<file path="src/rtl/zone_capacity_ctrl.sv">
// rtl/zone_capacity_ctrl.sv - multi-zone occupancy counters with handshaked capacity limits
//
// Purpose: per-zone occupancy counters (enter/leave pulses) bounded by per-zone
// capacity limits. Limits change only via a valid/ready request that is checked
// against CAP_MAX and answered with a one-cycle status response.
//
// Ports:
//   clk, rst_n                 clock, synchronous active-low reset
//   en                         global enable for counting and request acceptance
//   enter, leave [NUM_ZONES]   per-zone arrival / departure pulses
//   req_valid, req_ready       limit-change request handshake
//   req_zone, req_cap          target zone and desired limit
//   resp_valid                 one-cycle response strobe
//   resp_status                00 APPLIED, 01 APPLIED_OVER, 10 REJECTED, 11 BAD_ZONE
//   resp_cap                   limit in force after the request (0 for BAD_ZONE)
//   occ, cap_lim               packed per-zone occupancy / limits, zone z at [z*WIDTH +: WIDTH]
//   full, empty, over_cap      per-zone flags from registered state
//   enter_rej                  registered pulse: an enter was refused last cycle
module zone_capacity_ctrl #(
    parameter int WIDTH     = 4,
    parameter int NUM_ZONES = 4,
    parameter int ZONE_W    = 2,
    parameter int CAP_MAX   = 12,
    parameter int CAP_RESET = 12
) (
    input  logic                       clk,
    input  logic                       rst_n,
    input  logic                       en,
    input  logic [NUM_ZONES-1:0]       enter,
    input  logic [NUM_ZONES-1:0]       leave,
    input  logic                       req_valid,
    output logic                       req_ready,
    input  logic [ZONE_W-1:0]          req_zone,
    input  logic [WIDTH-1:0]           req_cap,
    output logic                       resp_valid,
    output logic [1:0]                 resp_status,
    output logic [WIDTH-1:0]           resp_cap,
    output logic [NUM_ZONES*WIDTH-1:0] occ,
    output logic [NUM_ZONES*WIDTH-1:0] cap_lim,
    output logic [NUM_ZONES-1:0]       full,
    output logic [NUM_ZONES-1:0]       empty,
    output logic [NUM_ZONES-1:0]       over_cap,
    output logic [NUM_ZONES-1:0]       enter_rej
);

    // One extra bit so NUM_ZONES == 2^ZONE_W is representable.
    localparam logic [ZONE_W:0]  ZONE_LIMIT  = (ZONE_W+1)'(NUM_ZONES);
    localparam logic [WIDTH-1:0] CAP_MAX_W   = WIDTH'(CAP_MAX);
    localparam logic [WIDTH-1:0] CAP_RESET_W = WIDTH'(CAP_RESET);

    typedef enum logic [1:0] {S_IDLE, S_EVAL, S_RESP} state_t;

    state_t                 state;
    state_t                 state_nxt;
    logic [WIDTH-1:0]       occ_r [NUM_ZONES];
    logic [WIDTH-1:0]       cap_r [NUM_ZONES];
    logic [NUM_ZONES-1:0]   rej_r;
    logic [ZONE_W-1:0]      lat_zone;
    logic [WIDTH-1:0]       lat_cap;
    logic [1:0]             status_r;
    logic [WIDTH-1:0]       resp_cap_r;

    logic                   zone_bad;
    logic                   cap_bad;
    logic                   write_en;
    logic [NUM_ZONES-1:0]   zone_hit;
    logic [WIDTH-1:0]       sel_occ;
    logic [WIDTH-1:0]       sel_cap;
    logic [1:0]             eval_status;
    logic [WIDTH-1:0]       eval_cap;

    always_ff @(posedge clk) begin
        if (!rst_n) begin
            state <= S_IDLE;
        end else begin
            state <= state_nxt;
        end
    end

    always_comb begin
        state_nxt = state;
        case (state)
            S_IDLE:  if (req_valid && en) state_nxt = S_EVAL;
            S_EVAL:  state_nxt = S_RESP;
            S_RESP:  state_nxt = S_IDLE;
            default: state_nxt = S_IDLE;
        endcase
    end

    always_comb begin
        req_ready  = (state == S_IDLE) && en;
        resp_valid = (state == S_RESP);
    end

    // Request evaluation uses the latched request and pre-edge zone state.
    always_comb begin
        zone_bad = {1'b0, lat_zone} >= ZONE_LIMIT;
        cap_bad  = lat_cap > CAP_MAX_W;
        sel_occ  = '0;
        sel_cap  = '0;
        zone_hit = '0;
        for (int z = 0; z < NUM_ZONES; z++) begin
            if (lat_zone == ZONE_W'(z)) begin
                sel_occ     = occ_r[z];
                sel_cap     = cap_r[z];
                zone_hit[z] = 1'b1;
            end
        end
        write_en = (state == S_EVAL) && !zone_bad && !cap_bad;
        if (zone_bad) begin
            eval_status = 2'b11;
            eval_cap    = '0;
        end else if (cap_bad) begin
            eval_status = 2'b10;
            eval_cap    = sel_cap;
        end else begin
            eval_status = (sel_occ > lat_cap) ? 2'b01 : 2'b00;
            eval_cap    = lat_cap;
        end
    end

    always_ff @(posedge clk) begin
        if (!rst_n) begin
            lat_zone   <= '0;
            lat_cap    <= '0;
            status_r   <= '0;
            resp_cap_r <= '0;
        end else begin
            if (state == S_IDLE && req_valid && en) begin
                lat_zone <= req_zone;
                lat_cap  <= req_cap;
            end
            if (state == S_EVAL) begin
                status_r   <= eval_status;
                resp_cap_r <= eval_cap;
            end
        end
    end

    // Counters compare against the registered limit; a limit written on the
    // same edge only affects the following cycle.
    always_ff @(posedge clk) begin
        if (!rst_n) begin
            rej_r <= '0;
            for (int z = 0; z < NUM_ZONES; z++) begin
                occ_r[z] <= '0;
                cap_r[z] <= CAP_RESET_W;
            end
        end else begin
            rej_r <= '0;
            for (int z = 0; z < NUM_ZONES; z++) begin
                if (en && enter[z] && !leave[z]) begin
                    if (occ_r[z] < cap_r[z]) begin
                        occ_r[z] <= occ_r[z] + 1'b1;
                    end else begin
                        rej_r[z] <= 1'b1;
                    end
                end else if (en && leave[z] && !enter[z] && occ_r[z] != '0) begin
                    occ_r[z] <= occ_r[z] - 1'b1;
                end
                if (write_en && zone_hit[z]) begin
                    cap_r[z] <= lat_cap;
                end
            end
        end
    end

    always_comb begin
        resp_status = status_r;
        resp_cap    = resp_cap_r;
        enter_rej   = rej_r;
        occ         = '0;
        cap_lim     = '0;
        full        = '0;
        empty       = '0;
        over_cap    = '0;
        for (int z = 0; z < NUM_ZONES; z++) begin
            occ[z*WIDTH +: WIDTH]     = occ_r[z];
            cap_lim[z*WIDTH +: WIDTH] = cap_r[z];
            full[z]                   = occ_r[z] >= cap_r[z];
            empty[z]                  = occ_r[z] == '0;
            over_cap[z]               = occ_r[z] > cap_r[z];
        end
    end

endmodule

</file>
<file path="config.mk">
export PLATFORM = sky130hd
export DESIGN_NAME = zone_capacity_ctrl
export DESIGN_NICKNAME = d
export VERILOG_FILES = /design/src/rtl/zone_capacity_ctrl.sv
export SDC_FILE = /design/constraint.sdc
export NUM_CORES = 1
export LEC_CHECK = 0
export BUFFER_PORTS_ARGS = -buffer_cell sky130_fd_sc_hd__buf_4
export CELL_PAD_IN_SITES_DETAIL_PLACEMENT = 0
export CELL_PAD_IN_SITES_GLOBAL_PLACEMENT = 2
export CORE_ASPECT_RATIO = 0.5
export CORE_MARGIN = 2
export CORE_UTILIZATION = 33
export DETAILED_ROUTE_END_ITERATION = 12
export PLACE_DENSITY_LB_ADDON = 0.1
export SYNTH_ARGS = -nofsm -noshare
export SYNTH_HDL_FRONTEND = slang
export SYNTH_SLANG_ARGS = --single-unit
export TNS_END_PERCENT = 50
</file>
<file path="constraint.sdc">
create_clock -name clk -period 2.35 [get_ports clk]
set_input_delay 0.1175 -clock clk [delete_from_list [all_inputs] [get_ports clk]]
set_output_delay 0.1175 -clock clk [all_outputs]
set_load 0.01 [all_outputs]
</file>
==> run summary, run 1 <==
Synth Register Bits: 50
DR vias/cell: 5.05
PwrDens: 514 nW/um^2
Gp weighted congestion: 0.817
R2R setup slack: 0.1 ns
Critical path arrival: 2.31 ns
Top-area cell type share of the netlist area: 0.293
Hold path cells: 2
First-pass GRT wire length: 15.2 mm
Antenna-violating nets left: 0
Syn_area_per_cell: 9.60 um^2
# fillers: 930
Final hold vios: 0
Initial DRC Count: 138
Post-place setup slack: -0.0173 ns
Top cells by area, synth: edfxtp_1, dfxtp_1, ha_1
Total die area: 10800 um^2
RR Endpoint: occ_r[1][3]
Largest area contributor in the netlist: edfxtp_1
Post-synthesis instance total: 342
Final Max Tran Viols: 0
Leak pwr: 1.99 nW
Hold Buf Count CTS: 0
Hpwl dp: 7.63 mm
Final Critical Period: 2.25 ns
Port bufs: 73
FF-to-FF path depth: 10
Worst-skew pair later-pin latency: 0.30 ns
Synthesized netlist net count: 391
H-Tree Depth: 2
Fmax: 0.444 GHz
Synthesis-to-finish area growth: 33.2%
Outcome: finished clean
Ant. Diodes: 0
Wirelength per Cell: 16.8 um
Share of the yosys chip area belonging to registers: 0.402
Crit path launch type: flop
Routed wire length: 9.68 mm
Routed vias: 2903
Worst Slack Setup Final: 0.0961 ns
Total CTS buffers: 5
Vias in the first global route: 2891
Post-layout util: 0.457
DRC errors left: 0
Total Power: 2.25 mW
Total track usage: 0.184
Kind of critical path: flop to flop
Crit end category: flop
Max-slew headroom: 0.569
Min-delay src: req_valid
Clock skew: 0.0104 ns
Clock Sinks: 50
Critical path peak fanout: 4
Die span in y: 74.5 um
Remaining global-route overflow: 0
Max VDD drop: 0.283 mV
Row cnt: 25
Synth unique cells: 44
Die X-Extent: 145 um
Initial antenna violation count: 0
Period utilization: 0.959
Hold Crit Class: input port to flop
Core ar.: 9570 um^2
Root Driver: clkbuf_16
Data required time at the worst endpoint: 2.41 ns
CTS tree: done
Ports: 74
Largest net degree at the start of global routing: 29
Max-cap violation count: 0
FF-to-FF Start: occ_r[1][2]
Final setup viols: 0
Worst-margin pin slew: 0.640 ns
Clk buf depth: 2
Initial Utilization: 0.343
Drt first pass iters: 4
Share of cells above drive strength 1: 0.302
Warnings from Yosys: 0
Post-Syn Area: 3280 um^2
Worst-path clk slew: 0.08 ns
Final net count: 488
Sink of the worst hold path: state[0]
-- cells in the final DEF (no fill, tap or decap), types with 3 or more instances in the layout --
cell | synthesis | routed
nand3_1 | 6 | 6
buf_4 | 1 | 101
a21oi_1 | 21 | 18
and3_1 | 4 | 4
edfxtp_1 | 32 | 32
clkbuf_16 | 0 | 5
o21ai_0 | 18 | 15
mux4_2 | 8 | 8
xor2_1 | 3 | 3
dfxtp_1 | 18 | 18
ha_1 | 28 | 28
a21o_1 | 3 | 3
o21a_1 | 3 | 3
nand2b_1 | 8 | 8
fa_1 | 3 | 3
nor2b_1 | 14 | 14
and2_1 | 9 | 9
a31oi_1 | 4 | 4
nor3_1 | 5 | 5
mux2i_1 | 6 | 6
o211a_1 | 3 | 3
inv_1 | 35 | 35
nand2_1 | 39 | 39
nor2_1 | 28 | 25
nor4b_1 | 3 | 3
nor4_4 | 0 | 3
a41oi_1 | 3 | 3
o21ai_1 | 5 | 7
nor2_2 | 0 | 3
-- where the power goes --
part | internal, mW | leakage, nW | total, mW | switching (mW)
registers | 0.974 | 0.452 | 1.02 | 0.0421
logic | 0.225 | 1.46 | 0.488 | 0.264
clock network | 0.398 | 0.0717 | 0.744 | 0.346
-- stage by stage --
stage / setup TNS [ns] / cell area [um^2] / hold slack (ns) / cells
2_1_floorplan: -0.0602 / 3310 / 0.270 / 342
3_3_place_gp: 0 / 4160 / 0.364 / 564
3_5_place_dp: -0.0173 / 4160 / 0.364 / 564
4_1_cts: 0 / 4310 / 0.0537 / 572
5_1_grt: -0.0382 / 4370 / 0.0681 / 575
6_report: 0 / 4370 / 0.0630 / 575
-- per-layer routing --
layer	vias up	wire, um	global-route usage
li1	1407	-	-
met1	1383	4670	0.258
met2	102	4200	0.293
met3	11	728	0.0491
met4	0	83	0.0359
met5	-	0	0
-- area by class of cell --
type,count,area [um^2],share of cell area
tap,135,169,0.0386
timing repair buffer,101,758,0.173
inverter,35,131,0.0300
multi-input combinational,246,1850,0.423
clock inverter,2,12.5,0.00286
sequential,50,1320,0.302
clock buffer,6,129,0.0295
-- worst max path at each step --
| stage | startpoint | end | slack, ns | depth (start not counted) |
|---|---|---|---|---|
| 2_1_floorplan | occ_r[1][0] | occ_r[1][3] | -0.04 | 10 |
| 3_3_place_gp | occ_r[2][1] | occ_r[2][3] | 0.12 | 10 |
| 3_5_place_dp | occ_r[1][0] | occ_r[1][3] | -0.02 | 10 |
| 4_1_cts | occ_r[2][1] | occ_r[2][3] | 0.02 | 10 |
| 5_1_grt | occ_r[1][2] | occ_r[1][3] | -0.03 | 10 |
| 6_report | occ_r[1][2] | occ_r[1][3] | 0.1 | 10 |
-- worst max-delay path, stage by stage, from the launching register on --
cell      delay [ns]
edfxtp_1        0.44
nor4_4          0.35
nor2_2          0.10
nand2_1         0.11
inv_1           0.07
ha_1            0.27
a21o_1          0.21
a21oi_4         0.16
nor4b_1         0.08
a31oi_1         0.16
nand2_1         0.06
-- registers in the layout, summed over array words and instances (netlist names) --
name / flops
cap_r: 16
enter_rej: 4
lat_cap: 4
lat_zone: 2
occ_r: 16
resp_cap: 4
resp_status: 2
state: 2
-- timing repair --
action	in CTS	in global routing
buffers inserted	0	3
pin swaps	0	6
setup endpoints to repair	1	7
resized for setup	1	12
-- logic make-up after synthesis --
logic type / share of synthesized area
simple gates: 0.211
compound gates: 0.124
flops: 0.402
buf+inv: 0.0564
fa+ha+maj: 0.125
mux: 0.0732
xor+xnor: 0.00800
-- synth_stat cells --
master / instances
edfxtp_1: 32
nor4b_1: 3
a41oi_1: 3
nor2_1: 28
and3_1: 4
a21oi_1: 21
and4b_1: 1
nor2b_1: 14
nand3_1: 6
nand2_1: 39
nand2b_1: 8
ha_1: 28
a21o_1: 3
o21a_1: 3
buf_2: 7
o21ai_0: 18
dfxtp_1: 18
and2_4: 1
nor3b_1: 1
or3b_1: 1
nor3b_4: 1
a32oi_1: 1
buf_4: 1
nor3_2: 2
a31oi_1: 4
clkbuf_1: 3
o21ai_1: 5
xor2_1: 3
o211a_1: 3
fa_1: 3
mux4_2: 8
nor3b_2: 1
o22ai_1: 1
nor4_1: 5
nor3_1: 5
o2111ai_1: 1
inv_1: 35
nand2_4: 1
nand4_1: 2
and2_1: 9
o211ai_4: 1
mux2i_1: 6
a22oi_1: 1
o211ai_1: 1
No activity file was read; power rests on OpenSTA's default activity.
==> run 2, diff against run 1 <==
- ABC_AREA: unset -> 1
- CORE_UTILIZATION: 33 -> 31
==> run summary, run 2 <==
Ys flop type: edfxtp_1
Max-slew headroom: 0.638
FF-to-FF Start: occ_r[0][3]
Worst-skew pair later-pin latency: 0.30 ns
Post-place setup slack: 0.323 ns
Worst-margin pin slew: 0.538 ns
CP peak stage delay: 0.54 ns
Clk pwr share: 0.362
Post-route cell area: 4180 um^2
Antenna-violating nets left: 0
Post-layout util: 0.408
Post-synthesis instance total: 416
Fmax: 0.478 GHz
Crit end category: output pin
RSZ-0062 raised after global routing: false
Outcome: finished clean
Die span in y: 76.7 um
Port bufs: 73
DRC errors left: 0
Most frequent cells in the layout: buf_4, nand2_1, inv_1
Clock skew: 0.00324 ns
Drt first pass iters: 4
Top-area cell type share of the netlist area: 0.293
Synth unique cells: 35
Total track usage: 0.169
Critical path arrival: 1.97 ns
Initial Utilization: 0.320
Syn_area_per_cell: 7.88 um^2
Critical path, cell by cell: ha_1, a21oi_1, a21boi_0, a31oi_1, buf_4
Dpl cells: 631
DR vias/cell: 4.56
Min-delay src: leave[1]
Total Power: 2.32 mW
Post-CTS setup buffer count: 0
Root Driver: clkbuf_16
Post-Syn Area: 3280 um^2
Total die area: 11500 um^2
Number of flops mapped to enable cells by yosys: 32
Post-cts repair resize count: 0
Total CTS buffers: 5
Worst-path clk slew: 0.07 ns
Post-synth ARST share: 0
Synthesized netlist net count: 465
Share of the yosys chip area belonging to registers: 0.403
WHS: 0.0747 ns
RR Endpoint: occ_r[0][3]
Commonest non-fill, non-tap cell in the layout: buf_4
Wirelength per Cell: 14.7 um
FF-to-FF path depth: 11
R2R setup slack: 0.33 ns
Hold Buf Count CTS: 0
Highest-delay cell along the critical path: edfxtp_1
Data required time at the worst endpoint: 2.23 ns
Vias in the first global route: 2760
Ports: 74
Kind of critical path: flop to output pin
H-Tree Depth: 2
Largest area contributor in the netlist: edfxtp_1
Routed vias: 2912
Clock Sinks: 50
Final Critical Period: 2.09 ns
Max VDD drop: 0.259 mV
Psw: 694 uW
Final setup viols: 0
Routed wire length: 9.40 mm
Seq pwr share: 0.442
PwrDens: 556 nW/um^2
Cell with the most instances after synthesis: nand2_1
Share of cells above drive strength 1: 0.224
Worst Slack Setup Final: 0.258 ns
Crit path launch type: flop
Switching Share: 0.299
Combinational power share: 0.196
Critical Path Start: occ_r[1][3]
Top cells by area, synth: edfxtp_1, dfxtp_1, ha_1
Critical path peak fanout: 6
Final Max Tran Viols: 0
Warnings from Yosys: 0
Synth Register Bits: 50
Hold Crit Class: input port to flop
Setup crit end: over_cap[1]
Die X-Extent: 149 um
Ant. Diodes: 0
Core ar.: 10200 um^2
Top cells by count, synth: nand2_1, inv_1, nor2_1
CTS tree: done
Max-cap violation count: 0
Clk buf depth: 2
Leak pwr: 2.08 nW
Remaining global-route overflow: 0
Setup TNS Final: 0 ns
Final net count: 547
Fin cells: 639
Hpwl dp: 7.35 mm
Gp weighted congestion: 0.774
Initial DRC Count: 120
Period utilization: 0.890
Final hold vios: 0
Row cnt: 26
Initial antenna violation count: 0
Largest regs: cap_r: 16 flops, occ_r: 16 flops
Internal power: 1.63 mW
First-pass GRT wire length: 14.8 mm
Placed Area: 4020 um^2
Largest net degree at the start of global routing: 18
Synthesis-to-finish area growth: 27.7%
==> run 2: cell families (layout without fill, tap and decap cells) <==
logic type	after synthesis	in the layout	synth area share
simple gates	184	184	0.247
buf+inv	81	164	0.100
compound gates	64	64	0.108
flops	50	50	0.403
fa+ha+maj	31	31	0.125
xor+xnor	6	6	0.0160
==> run 2: power groups by stage <==
| stage | registers, mW | logic, mW | clock network, mW |
|---|---|---|---|
| final | 1.03 | 0.456 | 0.840 |
| after global routing | 1.04 | 0.520 | 0.892 |
| after CTS | 1.03 | 0.460 | 0.852 |
| after detailed placement | 1.05 | 0.459 | 0 |
| after global placement | 1.05 | 0.462 | 0 |
| after floorplan | 1.05 | 0.265 | 0 |
==> run 2: worst min path at each step <==
| stage | to | slack (ns) | cells past startpoint |
|---|---|---|---|
| final | enter_rej[1] | 0.07 | 4 |
| after global routing | enter_rej[2] | 0.1 | 4 |
| after CTS | enter_rej[1] | 0.07 | 4 |
| after detailed placement | enter_rej[1] | 0.39 | 4 |
| after global placement | enter_rej[1] | 0.39 | 4 |
| after floorplan | enter_rej[0] | 0.27 | 2 |
==> run 2: routing by layer <==
metal  wire length [um]  track usage  vias to the layer above  share of wire
met4                114       0.0410                        0          0.012
li1                   -            -                     1522              -
met3                353       0.0369                       11          0.038
met1               5030        0.249                     1321           0.54
met5                  0            0                        -              0
met2               3900        0.251                       58           0.42
==> run 2: cell type report <==
| cell class | count | area (um^2) |
|---|---|---|
| flip-flops and latches | 50 | 1320 |
| well taps | 140 | 175 |
| repair buffers | 81 | 608 |
| clock inverters | 2 | 17.5 |
| clock buffers | 6 | 150 |
| inverters | 75 | 285 |
| fillers | 1074 | 6060 |
| multi-input cells | 285 | 1630 |
==> run 2: critical path: cells and delay by family (launching register included) <==
kind            cells  cell delay [ns]
fa+ha+maj           1             0.37
compound gates      3             0.61
buf+inv             1             0.16
flops               1             0.54
==> run 3, diff against run 2 <==
- CELL_PAD_IN_SITES_DETAIL_PLACEMENT: 0 -> 1
- SETUP_SLACK_MARGIN: unset -> 0.1
==> run summary, run 3 (synthesis results as in run 2) <==
Outcome: finished clean
Die X-Extent: 149 um
Most frequent cells in the layout: buf_4, nand2_1, inv_1
Hold Buf Count CTS: 0
Final net count: 547
Seq. cell area: 1320 um^2
Initial DRC Count: 80
Initial antenna violation count: 0
Post-layout util: 0.407
Post-CTS setup buffer count: 0
Critical path peak fanout: 6
Fmax: 0.473 GHz
# fillers: 1261
Initial Utilization: 0.320
H-Tree Depth: 2
Total die area: 11500 um^2
Worst-margin pin slew: 0.591 ns
Data required time at the worst endpoint: 2.23 ns
Ports: 74
Final Critical Period: 2.12 ns
Max-cap violation count: 0
CTS tree: done
Die span in y: 76.7 um
Leak pwr: 2.07 nW
Max-slew headroom: 0.602
Worst-path clk slew: 0.08 ns
Ant. Diodes: 0
Vias in the first global route: 3004
Min-delay src: leave[1]
Kind of critical path: flop to output pin
Hold Crit Class: input port to flop
Wirelength per Cell: 15.5 um
Routed wire length: 9.92 mm
Clock Sinks: 50
Largest regs: cap_r: 16 flops, occ_r: 16 flops
Final setup viols: 0
RR Endpoint: occ_r[0][3]
Hpwl dp: 7.91 mm
Setup TNS Final: 0 ns
FF-to-FF Start: occ_r[0][3]
PwrDens: 546 nW/um^2
Antenna-violating nets left: 0
Hold path cells: 4
Crit path launch type: flop
Post-cts repair resize count: 0
Root Driver: clkbuf_16
Post-place setup slack: 0.292 ns
Row cnt: 26
Largest net degree at the start of global routing: 19
DR vias/cell: 4.69
Total track usage: 0.182
RSZ-0062 raised after global routing: true
Gp weighted congestion: 0.774
Multi-input gate area: 1630 um^2
Max VDD drop: 0.267 mV
Sink of the worst hold path: enter_rej[1]
Crit end category: output pin
Drt first pass iters: 4
Share of cells above drive strength 1: 0.224
Remaining global-route overflow: 0
Final Max Tran Viols: 0
DRC errors left: 0
Clk buf depth: 2
R2R setup slack: 0.33 ns
FF-to-FF path depth: 11
Commonest non-fill, non-tap cell in the layout: buf_4
Critical path arrival: 2.00 ns
Port bufs: 73
Total Power: 2.28 mW
First-pass GRT wire length: 15.9 mm
Period utilization: 0.900
Routed vias: 3000
Worst Slack Setup Final: 0.235 ns
Clock skew: 0.00708 ns
Synthesis-to-finish area growth: 27.3%
Worst-skew pair later-pin latency: 0.30 ns
Total CTS buffers: 5
Final hold vios: 0
Core ar.: 10200 um^2
## run 3: power breakdown
group,switching [mW],total (mW),internal [mW]
sequential,0.0534,1.03,0.976
combinational,0.274,0.461,0.187
clock,0.377,0.787,0.409
total,0.705,2.28,1.57
## run 3: area by class of cell
cell class,count,area share
Sequential cell,50,0.317
Multi-Input combinational cell,285,0.390
Clock inverter,3,0.00690
Clock buffer,5,0.0300
Inverter,75,0.0684
Timing Repair Buffer,81,0.146
Tap cell,140,0.0420
## run 3: layer usage
metal	global-route usage	up-vias	wire (um)
li1	-	1528	-
met1	0.258	1406	5020
met2	0.279	60	4320
met3	0.0423	6	503
met4	0.0467	0	80
met5	0	-	0
## run 3: critical path, stage by stage (launching register included)
cell and delay [ns]:
edfxtp_1 0.54, ha_1 0.37, a21oi_1 0.20, a21boi_0 0.34, nand2_1 0.09, buf_4 0.16
## run 3: worst max-delay path by stage
stage / start / end / cells past startpoint
final: occ_r[1][3] / full[1] / 5
after detailed placement: occ_r[0][3] / occ_r[0][3] / 11
after global placement: occ_r[0][3] / occ_r[0][3] / 11
after CTS: occ_r[2][3] / full[2] / 6
after global routing: occ_r[0][3] / occ_r[0][3] / 11
after floorplan: occ_r[3][3] / occ_r[3][0] / 5
## run 3: through the flow
stage | area (um^2) | std cells | hold WS [ns]
finish | 4170 | 639 | 0.0704
global route | 4170 | 639 | 0.0930
CTS | 4170 | 639 | 0.0639
detailed placement | 4020 | 631 | 0.388
global placement | 4020 | 631 | 0.393
floorplan | 3280 | 416 | 0.273
